$ cat config.mk
export PLATFORM = sky130hd
export DESIGN_NAME = inst_fetch_unit_flat
export DESIGN_NICKNAME = d
export VERILOG_FILES = /design/src/rtl/inst_fetch_unit_pkg.sv /design/src/rtl/inst_fetch_unit_if.sv /design/src/rtl/inst_fetch_unit_fetch_fifo.sv /design/src/rtl/inst_fetch_unit.sv /design/src/flat_wrapper.sv
export SDC_FILE = /design/constraint.sdc
export NUM_CORES = 1
export LEC_CHECK = 0
export ABC_CLOCK_PERIOD_IN_PS = 6690
export CORE_MARGIN = 5
export CORE_UTILIZATION = 25
export CTS_CLUSTER_SIZE = 25
export DETAILED_ROUTE_END_ITERATION = 10
export PLACE_DENSITY_LB_ADDON = 0.08
export SETUP_SLACK_MARGIN = 0.3
export SLEW_MARGIN = 30
export SYNTH_ARGS = -nofsm -noshare
export SYNTH_HDL_FRONTEND = slang
export SYNTH_SLANG_ARGS = --single-unit
$ cat constraint.sdc
create_clock -name clk -period 6.69 [get_ports clk]
set_input_delay 1.338 -clock clk [delete_from_list [all_inputs] [get_ports clk]]
set_output_delay 1.338 -clock clk [all_outputs]
set_load 0.005 [all_outputs]
$ cat src/rtl/inst_fetch_unit_pkg.sv
// Shared constants, the buffered-instruction record and small helpers for the
// instruction fetch front-end.
package inst_fetch_unit_pkg;

    localparam int unsigned       INST_W       = 32;
    localparam int unsigned       ADDR_W       = 32;
    localparam logic [ADDR_W-1:0] RESET_VECTOR = 32'h0000_0000;
    localparam logic [INST_W-1:0] NOP          = 32'h0000_0000;

    typedef struct packed {
        logic [ADDR_W-1:0] pc;
        logic [INST_W-1:0] inst;
    } fetch_entry_t;

    function automatic logic [ADDR_W-1:0] word_align(input logic [ADDR_W-1:0] addr);
        return {addr[ADDR_W-1:2], 2'b00};
    endfunction

endpackage

$ cat src/rtl/inst_fetch_unit_if.sv
// Fetch-unit bus bundle: instruction-memory request/response, core redirect
// and the downstream instruction handshake.
interface inst_fetch_unit_if;
    import inst_fetch_unit_pkg::*;

    logic              imem_req;
    logic [ADDR_W-1:0] imem_addr;
    logic              imem_ready;
    logic              imem_rvalid;
    logic [INST_W-1:0] imem_rdata;
    logic              redirect_valid;
    logic [ADDR_W-1:0] redirect_pc;
    logic              inst_valid;
    logic [INST_W-1:0] inst;
    logic [ADDR_W-1:0] inst_pc;
    logic              inst_ready;

    modport master (
        output imem_req, imem_addr, inst_valid, inst, inst_pc,
        input  imem_ready, imem_rvalid, imem_rdata, redirect_valid, redirect_pc, inst_ready
    );

    modport slave (
        input  imem_req, imem_addr, inst_valid, inst, inst_pc,
        output imem_ready, imem_rvalid, imem_rdata, redirect_valid, redirect_pc, inst_ready
    );

endinterface

$ cat src/rtl/inst_fetch_unit_fetch_fifo.sv
// Small synchronous FIFO with flush and occupancy count; the head entry is
// visible combinationally on o_data.
module fetch_fifo #(
    parameter int unsigned WIDTH = 32,
    parameter int unsigned DEPTH = 2
) (
    input  logic                       clk,
    input  logic                       rst_n,
    input  logic                       i_push,
    input  logic                       i_pop,
    input  logic                       i_flush,
    input  logic [WIDTH-1:0]           i_data,
    output logic [WIDTH-1:0]           o_data,
    output logic [$clog2(DEPTH+1)-1:0] o_count
);
    localparam int unsigned   CW   = $clog2(DEPTH + 1);
    localparam int unsigned   PW   = (DEPTH > 1) ? $clog2(DEPTH) : 1;
    localparam logic [PW-1:0] LAST = PW'(DEPTH - 1);
    localparam logic [CW-1:0] FULL = CW'(DEPTH);

    logic [WIDTH-1:0] r_mem [DEPTH];
    logic [PW-1:0]    r_wr;
    logic [PW-1:0]    r_rd;
    logic [CW-1:0]    r_count;
    logic             w_push;
    logic             w_pop;

    assign w_pop   = i_pop && (r_count != '0);
    assign w_push  = i_push && ((r_count != FULL) || w_pop);
    assign o_data  = r_mem[r_rd];
    assign o_count = r_count;

    // Storage needs no reset: the count alone says which slots are live.
    always_ff @(posedge clk) begin
        if (w_push && !i_flush) begin
            r_mem[r_wr] <= i_data;
        end
    end

    always_ff @(posedge clk or negedge rst_n) begin
        if (!rst_n) begin
            r_wr    <= '0;
            r_rd    <= '0;
            r_count <= '0;
        end else if (i_flush) begin
            r_wr    <= '0;
            r_rd    <= '0;
            r_count <= '0;
        end else begin
            if (w_push) begin
                r_wr <= (r_wr == LAST) ? '0 : r_wr + PW'(1);
            end
            if (w_pop) begin
                r_rd <= (r_rd == LAST) ? '0 : r_rd + PW'(1);
            end
            case ({w_push, w_pop})
                2'b10:   r_count <= r_count + CW'(1);
                2'b01:   r_count <= r_count - CW'(1);
                default: ;
            endcase
        end
    end

endmodule

$ cat src/rtl/inst_fetch_unit.sv
// Fetch front-end: owns the PC, issues credit-limited word fetches, tags them
// with their PC and queues returned instructions for the core.
module inst_fetch_unit
    import inst_fetch_unit_pkg::*;
#(
    parameter logic [ADDR_W-1:0] RESET_PC = RESET_VECTOR,
    parameter int unsigned       QDEPTH   = 2
) (
    input  logic               clk,
    input  logic               rst_n,
    inst_fetch_unit_if.master  io_ifu
);
    localparam int unsigned   CW   = $clog2(QDEPTH + 1);
    localparam logic [CW:0]   QLIM = (CW+1)'(QDEPTH);

    logic [ADDR_W-1:0] r_pc;
    logic [CW-1:0]     r_outstanding;
    logic [CW-1:0]     r_drop_cnt;
    logic [CW-1:0]     w_q_count;
    logic [CW-1:0]     w_tag_count;
    logic [ADDR_W-1:0] w_tag_pc;
    fetch_entry_t      w_q_in;
    fetch_entry_t      w_q_head;
    logic              w_redirect;
    logic              w_rsp;
    logic              w_credit;
    logic              w_issue;
    logic              w_drop_rsp;
    logic              w_q_push;
    logic              w_q_pop;

    assign w_redirect = io_ifu.redirect_valid;
    assign w_rsp      = io_ifu.imem_rvalid;

    // Credit is built from registered counts only, so inst_ready never reaches imem_req.
    assign w_credit   = ({1'b0, w_q_count} + {1'b0, r_outstanding}) < QLIM;
    assign io_ifu.imem_req  = rst_n && !w_redirect && w_credit;
    assign io_ifu.imem_addr = r_pc;
    assign w_issue    = io_ifu.imem_req && io_ifu.imem_ready;

    assign w_drop_rsp = w_rsp && (w_redirect || (r_drop_cnt != '0));
    assign w_q_push   = w_rsp && !w_drop_rsp;
    assign w_q_pop    = io_ifu.inst_valid && io_ifu.inst_ready && !w_redirect;
    assign w_q_in     = {w_tag_pc, io_ifu.imem_rdata};

    assign io_ifu.inst_valid = (w_q_count != '0);
    assign io_ifu.inst       = io_ifu.inst_valid ? w_q_head.inst : NOP;
    assign io_ifu.inst_pc    = io_ifu.inst_valid ? w_q_head.pc   : '0;

    fetch_fifo #(.WIDTH(ADDR_W), .DEPTH(QDEPTH)) u_tag_fifo (
        .clk     (clk),
        .rst_n   (rst_n),
        .i_push  (w_issue),
        .i_pop   (w_rsp),
        .i_flush (1'b0),
        .i_data  (r_pc),
        .o_data  (w_tag_pc),
        .o_count (w_tag_count)
    );

    fetch_fifo #(.WIDTH($bits(fetch_entry_t)), .DEPTH(QDEPTH)) u_inst_q (
        .clk     (clk),
        .rst_n   (rst_n),
        .i_push  (w_q_push),
        .i_pop   (w_q_pop),
        .i_flush (w_redirect),
        .i_data  (w_q_in),
        .o_data  (w_q_head),
        .o_count (w_q_count)
    );

    always_ff @(posedge clk or negedge rst_n) begin
        if (!rst_n) begin
            r_pc          <= RESET_PC;
            r_outstanding <= '0;
            r_drop_cnt    <= '0;
        end else begin
            if (w_redirect) begin
                r_pc <= word_align(io_ifu.redirect_pc);
            end else if (w_issue) begin
                r_pc <= r_pc + 32'd4;
            end

            case ({w_issue, w_rsp})
                2'b10:   r_outstanding <= r_outstanding + CW'(1);
                2'b01:   r_outstanding <= r_outstanding - CW'(1);
                default: ;
            endcase

            // Everything still in flight at a redirect is stale, bar a response retiring now.
            if (w_redirect) begin
                r_drop_cnt <= r_outstanding - CW'(w_rsp);
            end else if (w_rsp && (r_drop_cnt != '0)) begin
                r_drop_cnt <= r_drop_cnt - CW'(1);
            end
        end
    end

    a_rvalid_legal: assert property (@(posedge clk) disable iff (!rst_n)
        w_rsp |-> (r_outstanding != '0));

    a_tags_track: assert property (@(posedge clk) disable iff (!rst_n)
        w_tag_count == r_outstanding);

endmodule

$ cat src/flat_wrapper.sv
// flat-port wrapper written by rule: the top's interface ports become plain ports
module inst_fetch_unit_flat import inst_fetch_unit_pkg::*;
#(
    parameter logic [ADDR_W-1:0] RESET_PC = RESET_VECTOR,
    parameter int unsigned       QDEPTH   = 2
)
  (clk, rst_n, io_ifu_imem_req, io_ifu_imem_addr, io_ifu_inst_valid, io_ifu_inst, io_ifu_inst_pc, io_ifu_imem_ready, io_ifu_imem_rvalid, io_ifu_imem_rdata, io_ifu_redirect_valid, io_ifu_redirect_pc, io_ifu_inst_ready);
  inst_fetch_unit_if io_ifu_i ();
  input  logic clk;
  input  logic rst_n;
  output wire logic [$bits(io_ifu_i.imem_req)-1:0] io_ifu_imem_req;
  output wire logic [$bits(io_ifu_i.imem_addr)-1:0] io_ifu_imem_addr;
  output wire logic [$bits(io_ifu_i.inst_valid)-1:0] io_ifu_inst_valid;
  output wire logic [$bits(io_ifu_i.inst)-1:0] io_ifu_inst;
  output wire logic [$bits(io_ifu_i.inst_pc)-1:0] io_ifu_inst_pc;
  input wire logic [$bits(io_ifu_i.imem_ready)-1:0] io_ifu_imem_ready;
  input wire logic [$bits(io_ifu_i.imem_rvalid)-1:0] io_ifu_imem_rvalid;
  input wire logic [$bits(io_ifu_i.imem_rdata)-1:0] io_ifu_imem_rdata;
  input wire logic [$bits(io_ifu_i.redirect_valid)-1:0] io_ifu_redirect_valid;
  input wire logic [$bits(io_ifu_i.redirect_pc)-1:0] io_ifu_redirect_pc;
  input wire logic [$bits(io_ifu_i.inst_ready)-1:0] io_ifu_inst_ready;
  assign io_ifu_imem_req = io_ifu_i.imem_req;
  assign io_ifu_imem_addr = io_ifu_i.imem_addr;
  assign io_ifu_inst_valid = io_ifu_i.inst_valid;
  assign io_ifu_inst = io_ifu_i.inst;
  assign io_ifu_inst_pc = io_ifu_i.inst_pc;
  assign io_ifu_i.imem_ready = io_ifu_imem_ready;
  assign io_ifu_i.imem_rvalid = io_ifu_imem_rvalid;
  assign io_ifu_i.imem_rdata = io_ifu_imem_rdata;
  assign io_ifu_i.redirect_valid = io_ifu_redirect_valid;
  assign io_ifu_i.redirect_pc = io_ifu_redirect_pc;
  assign io_ifu_i.inst_ready = io_ifu_inst_ready;
  inst_fetch_unit #(.RESET_PC(RESET_PC), .QDEPTH(QDEPTH)) u_core (.clk(clk), .rst_n(rst_n), .io_ifu(io_ifu_i));
endmodule
==> impl_metrics.yaml, run 1 <==
pwr:
  pwr_density_cell_nw_per_um2: 319.0
  ir_worst_vdd_mv: 0.1784
  leakage_nw: 4.081
clocking:
  cts_max_level: 1
  cts_buffers: 27
  cts_tree: "built"
  worstSkewPairLatency_ns: 0.52
  cts_sinks: 226
  clk_path_buf_depth: 3
  post_cts_resized: 0
  cts-root-buf: "clkbuf_16"
  cts_hold_buf: 0
  clk_pin_slew_worst_paths_ns: 0.06
  post_cts_buffers: 0
global_route:
  grt_pass1_vias: 5886
  grt_start_max_net_pins: 63
  grt_use_total_pct: 11.14
  grt_pass1_wl_um: 35700
  grt_overflow: 0
  antenna_found_initial: 0
finish:
  layout_commonest_cell: "edfxtp_1"
  areaGrowthSynthToFinish_pct: 32.87
  diodes: 0
  final_cells: 1305
  finalNetCount: 892
  layout-drive-gt1-share_pct: 10.87
  layout_common_cells: "184 x edfxtp_1, 159 x clkdlybuf4s50_1, 80 x nor2_1"
  fillers: 3586
detailed_routing:
  viasPerCell: 4.470
  wl_um: 23960
  drtIter0Drc: 199
  post_drt_wl_per_cell_um: 18.36
  drc: 0
  firstDrtPassIters: 4
  drtAntennaViolNets: 0
  vias: 5834
floorplanning:
  die-area_um2: 41140
  die_h_um: 202.8
  io_pins: 168
  die_w_um: 202.8
  rows: 70
  coreArea_um2: 36700
  start_util_pct: 25.33
timing:
  tns_ns: 0
  finalCriticalPeriod_ns: 4.170
  hold_viol_final: 0
  setup_viol: 0
  max_slew_margin_pct: 42.68
  tightest_slew_ns: 0.8598
  finalMaxSlewViolations: 0
  finalCritPeriodShare_pct: 62.33
  holdWs_ns: 0.5499
  rsz0062_at_grt: "false"
  max_freq_ghz: 0.2398
  skew_ns: 0.01642
yosys:
  synth-seq-cells: 226
  synth_edf_count: 184
  synth_cell_types: 47
  avgSynthCellArea_um2: 14.44
  ys_seq_area_share_pct: 70.74
  synth_ff_type: "edfxtp_1"
  yosysWarnings: 0
  async_flop_share_pct: 18.58
  syn_area_um2: 9296
  syn_inst: 644
placement:
  place_inst: 1254
  port-buffer-count: 161
  gp_congestion: 0.7297
  hpwl_um: 15890
setup_path:
  required_ns: 5.35
  end_kind: "output pin"
  start_kind: "register"
  critPathKind: "reg2out"
  arrival_ns: 2.83
  crit_fanout: 38
outcome:
  status: "complete, no violations"
hold_path:
  hold_path.class: "reg2reg"
flow_run:
  max_cap_viol_count: 0
-- stage by stage --
| stage | worst slack (ns) | util (%) | total power [mW] | cell area, um2 |
|---|---|---|---|---|
| detailed placement | 2.244 | 31.33 | 2.659 | 11500 |
| CTS | 2.435 | 33.51 | 4.018 | 12300 |
| floorplan | 1.150 | - | 2.240 | 9314 |
| global route | 2.353 | 33.66 | 4.148 | 12350 |
| finish | 2.520 | 33.66 | 3.941 | 12350 |
| global placement | 2.311 | 31.21 | 2.627 | 11450 |
-- layer usage --
| metal | vias up | share of wire [%] | GRT usage, % | wire (um) |
|---|---|---|---|---|
| li1 | 2769 | - | - | - |
| met1 | 2861 | 43 | 14.25 | 10380 |
| met2 | 169 | 49 | 19.18 | 11720 |
| met3 | 35 | 5.1 | 2.236 | 1230 |
| met4 | 0 | 2.6 | 3.298 | 628 |
| met5 | - | 0 | 0 | 0 |
-- cells in the mapped netlist (all sizes together), types with 4 or more instances --
| cell | n | area [um2] |
|---|---|---|
| ha | 4 | 50.05 |
| xnor2 | 7 | 61.31 |
| buf | 16 | 85.08 |
| nor3 | 6 | 35.03 |
| nor4 | 5 | 46.29 |
| edfxtp | 184 | 5525 |
| o311ai | 13 | 113.9 |
| dfrtp | 42 | 1051 |
| a21oi | 6 | 30.03 |
| a221o | 4 | 41.29 |
| nand4 | 6 | 37.54 |
| a31oi | 8 | 50.05 |
| clkbuf | 16 | 60.06 |
| and3 | 5 | 31.28 |
| o21ai | 29 | 145.1 |
| nor2 | 83 | 311.6 |
| mux2 | 30 | 337.8 |
| nor3b | 4 | 30.03 |
| mux2i | 63 | 630.6 |
| nand3 | 27 | 140.1 |
| o211ai | 10 | 75.07 |
| nand2 | 42 | 157.7 |
| inv | 9 | 33.78 |
-- where the power goes --
| part | internal [mW] | switching (mW) | leakage [nW] |
|---|---|---|---|
| registers | 1.70 | 0.123 | 2.18 |
| clock network | 0.779 | 0.544 | 0.383 |
| logic | 0.415 | 0.380 | 1.51 |
| total | 2.89 | 1.05 | 4.08 |
-- worst max-delay path, stage by stage, from the launching register on --
cell             delay (ns)
dfrtp_4                0.91
buf_4                  0.54
mux2i_1                0.16
nor2_1                 0.16
clkdlybuf4s50_1        0.54
-- flip-flops by register name, summed over array words and instances, names as in the netlist --
signal	cells
u_core.u_inst_q.r_wr	1
u_core.u_tag_fifo.r_rd	1
u_core.u_tag_fifo.r_wr	1
u_core.io_ifu.imem_addr	30
u_core.u_inst_q.o_count	2
u_core.u_inst_q.r_mem	124
u_core.u_tag_fifo.o_count	2
u_core.r_outstanding	2
u_core.u_inst_q.r_rd	1
u_core.u_tag_fifo.r_mem	60
u_core.r_drop_cnt	2
-- final timing paths --
kind	startpoint	endpoint	slack (ns)	depth (start not counted)
worst max-delay path	u_core.u_inst_q.r_rd	io_ifu_inst_pc[26]	2.52	4
worst min-delay path	u_core.r_outstanding[0]	u_core.r_outstanding[0]	0.55	1
worst max register to register	u_core.u_inst_q.o_count[0]	u_core.u_tag_fifo.r_mem[1][16]	3.29	8
worst min register to register	u_core.r_outstanding[0]	u_core.r_outstanding[0]	0.55	1
max in group asynchronous	rst_n	u_core.u_inst_q.r_rd	5.30	2
min in group asynchronous	rst_n	u_core.io_ifu.imem_addr[29]	0.91	2
-- final cells by class --
| type | instances | area, um2 | area share, % |
|---|---|---|---|
| inverters | 9 | 33.78 | 0.2735 |
| clock buffers | 36 | 709.4 | 5.744 |
| clock inverters | 13 | 91.34 | 0.7395 |
| well taps | 468 | 585.6 | 4.741 |
| repair buffers | 173 | 1759 | 14.24 |
| flip-flops and latches | 226 | 6580 | 53.27 |
| multi-input cells | 380 | 2592 | 20.99 |
-- kinds of logic (layout without fill, tap and decap cells) --
kind of cell               count (synthesis)  in the layout  synth area share [%]
AOI/OAI and AO/OA                         78             78                 5.639
xor gates and xnor gates                  10             10                0.9422
adders and majority gates                  5              5                0.7537
buffers and inverters                     41            231                 1.925
DFF                                      226            226                 70.74
muxes                                     93             93                 10.42
other                                      1              4               0.04034
and+or+nand+nor                          190            190                 9.542
(Power assumes the default switching activity.)
==> run 2, diff against run 1 <==
- ABC_CLOCK_PERIOD_IN_PS: 6690 -> 4000
- clock period: 6.69 -> 4 ns (I/O delays scaled with it)
==> run 2 against run 1 <==
Non-clock buffer count increased by 2. First-iteration DRC count grew 45%. Total power increased by 77%. Critical endpoint is now io_ifu_inst[7]. Largest power group unchanged. Highest routed layer unchanged.
==> impl_metrics.yaml, run 2 (synthesis results as in run 1) <==
pwr:
  leakage_nw: 4.186
  pwr_density_cell_nw_per_um2: 555.5
  p_total_mw: 6.965
  ir_worst_vdd_mv: 0.2647
setup_path:
  arrival_ns: 2.58
  end_kind: "output pin"
  rr_startpoint: "u_core.u_inst_q.o_count[0]"
  start_kind: "register"
  startpoint: "u_core.u_inst_q.r_rd"
  crit_fanout: 38
  critPathKind: "reg2out"
  required_ns: 3.20
finish:
  areaGrowthSynthToFinish_pct: 34.87
  final_cells: 1310
  diodes: 0
  top_register: "u_core.u_inst_q.r_mem"
  layout_commonest_cell: "edfxtp_1"
  layout_common_cells: "184 x edfxtp_1, 159 x clkdlybuf4s50_1, 80 x nor2_1"
  final_cell_area_um2: 12540
  fillers: 3581
  layout-drive-gt1-share_pct: 12.95
  finalNetCount: 895
  largest_reg_flops: 124
detailed_routing:
  viasPerCell: 4.491
  wl_um: 24240
  vias: 5883
  firstDrtPassIters: 4
  drtAntennaViolNets: 0
  post_drt_wl_per_cell_um: 18.50
  drc: 0
  drtIter0Drc: 289
global_route:
  grt_pass1_vias: 6130
  antenna_found_initial: 0
  grt_pass1_wl_um: 37090
  grt_use_total_pct: 11.50
  grt_start_max_net_pins: 63
  grt_overflow: 0
hold_path:
  hold_path.class: "in2async"
placement:
  place_inst: 1258
  hpwl_um: 15890
  port-buffer-count: 161
  gp_congestion: 0.7490
  placedInstanceArea_um2: 11560
floorplanning:
  die_h_um: 202.8
  rows: 70
  die-area_um2: 41140
  coreArea_um2: 36700
  io_pins: 168
  die_w_um: 202.8
  start_util_pct: 25.33
timing:
  finalCriticalPeriod_ns: 3.378
  rsz0062_at_grt: "false"
  setup_viol: 0
  max_slew_margin_pct: 46.41
  skew_ns: 0.01530
  tns_ns: 0
  tightest_slew_ns: 0.8038
  max_freq_ghz: 0.2960
  finalMaxSlewViolations: 0
  finalCritPeriodShare_pct: 84.46
  hold_viol_final: 0
clocking:
  cts_max_level: 1
  clk_pin_slew_worst_paths_ns: 0.06
  post_cts_resized: 0
  cts_sinks: 226
  worstSkewPairLatency_ns: 0.53
  cts_buffers: 28
  clk_path_buf_depth: 3
  cts_tree: "built"
  cts_hold_buf: 0
  post_cts_buffers: 0
  cts-root-buf: "clkbuf_16"
flow_run:
  max_cap_viol_count: 0
outcome:
  status: "complete, no violations"
-- run 2: metrics by stage --
stage | setup WS, ns | hold slack, ns | utilization, %
final | 0.6218 | 0.4048 | 34.17
after CTS | 0.5548 | 0.4174 | 34.17
after floorplan | 0.1638 | 0.4681 | -
after global placement | 0.7262 | 0.5199 | 31.50
after global routing | 0.4735 | 0.4509 | 34.17
after detailed placement | 0.6638 | 0.5447 | 31.50
-- run 2: path summary, 6_finish.rpt --
path	to	slack, ns	depth (start not counted)
setup / recovery	io_ifu_inst[7]	0.62	4
hold / removal	u_core.r_outstanding[0]	0.40	2
setup reg to reg	u_core.u_tag_fifo.r_mem[1][3]	0.77	7
hold reg to reg	u_core.r_outstanding[1]	0.55	1
max in group asynchronous	u_core.u_inst_q.r_rd	3.10	2
min in group clk	u_core.r_outstanding[1]	0.55	1
-- run 2: metal layers --
metal / track usage [%] / vias to the layer above / share of wire [%]
met3: 2.715 / 41 / 5.9
li1: - / 2779 / -
met1: 14.65 / 2895 / 43
met2: 19.50 / 168 / 49
met4: 3.516 / 0 / 2.6
met5: 0 / - / 0
-- run 2: cell type report --
cell class,instances,area (um2),share of cell area [%]
clock buffer,36,812.0,6.476
timing repair buffer,175,1769,14.11
clock inverter,16,165.2,1.317
sequential,226,6580,52.48
inverter,9,33.78,0.2694
tap,468,585.6,4.670
multi-input combinational,380,2592,20.68
-- run 2: worst max-delay path, stage by stage, from the launching register on --
cell             delay (ns)
dfrtp_4                0.96
buf_12                 0.30
mux2i_1                0.10
nor2_1                 0.13
clkdlybuf4s50_1        0.52
-- run 2: power breakdown --
group	leakage [nW]	internal, mW	switching (mW)
Sequential	2.18	2.84	0.209
Combinational	1.51	0.692	0.637
Clock	0.487	1.62	0.964
Total	4.19	5.16	1.81
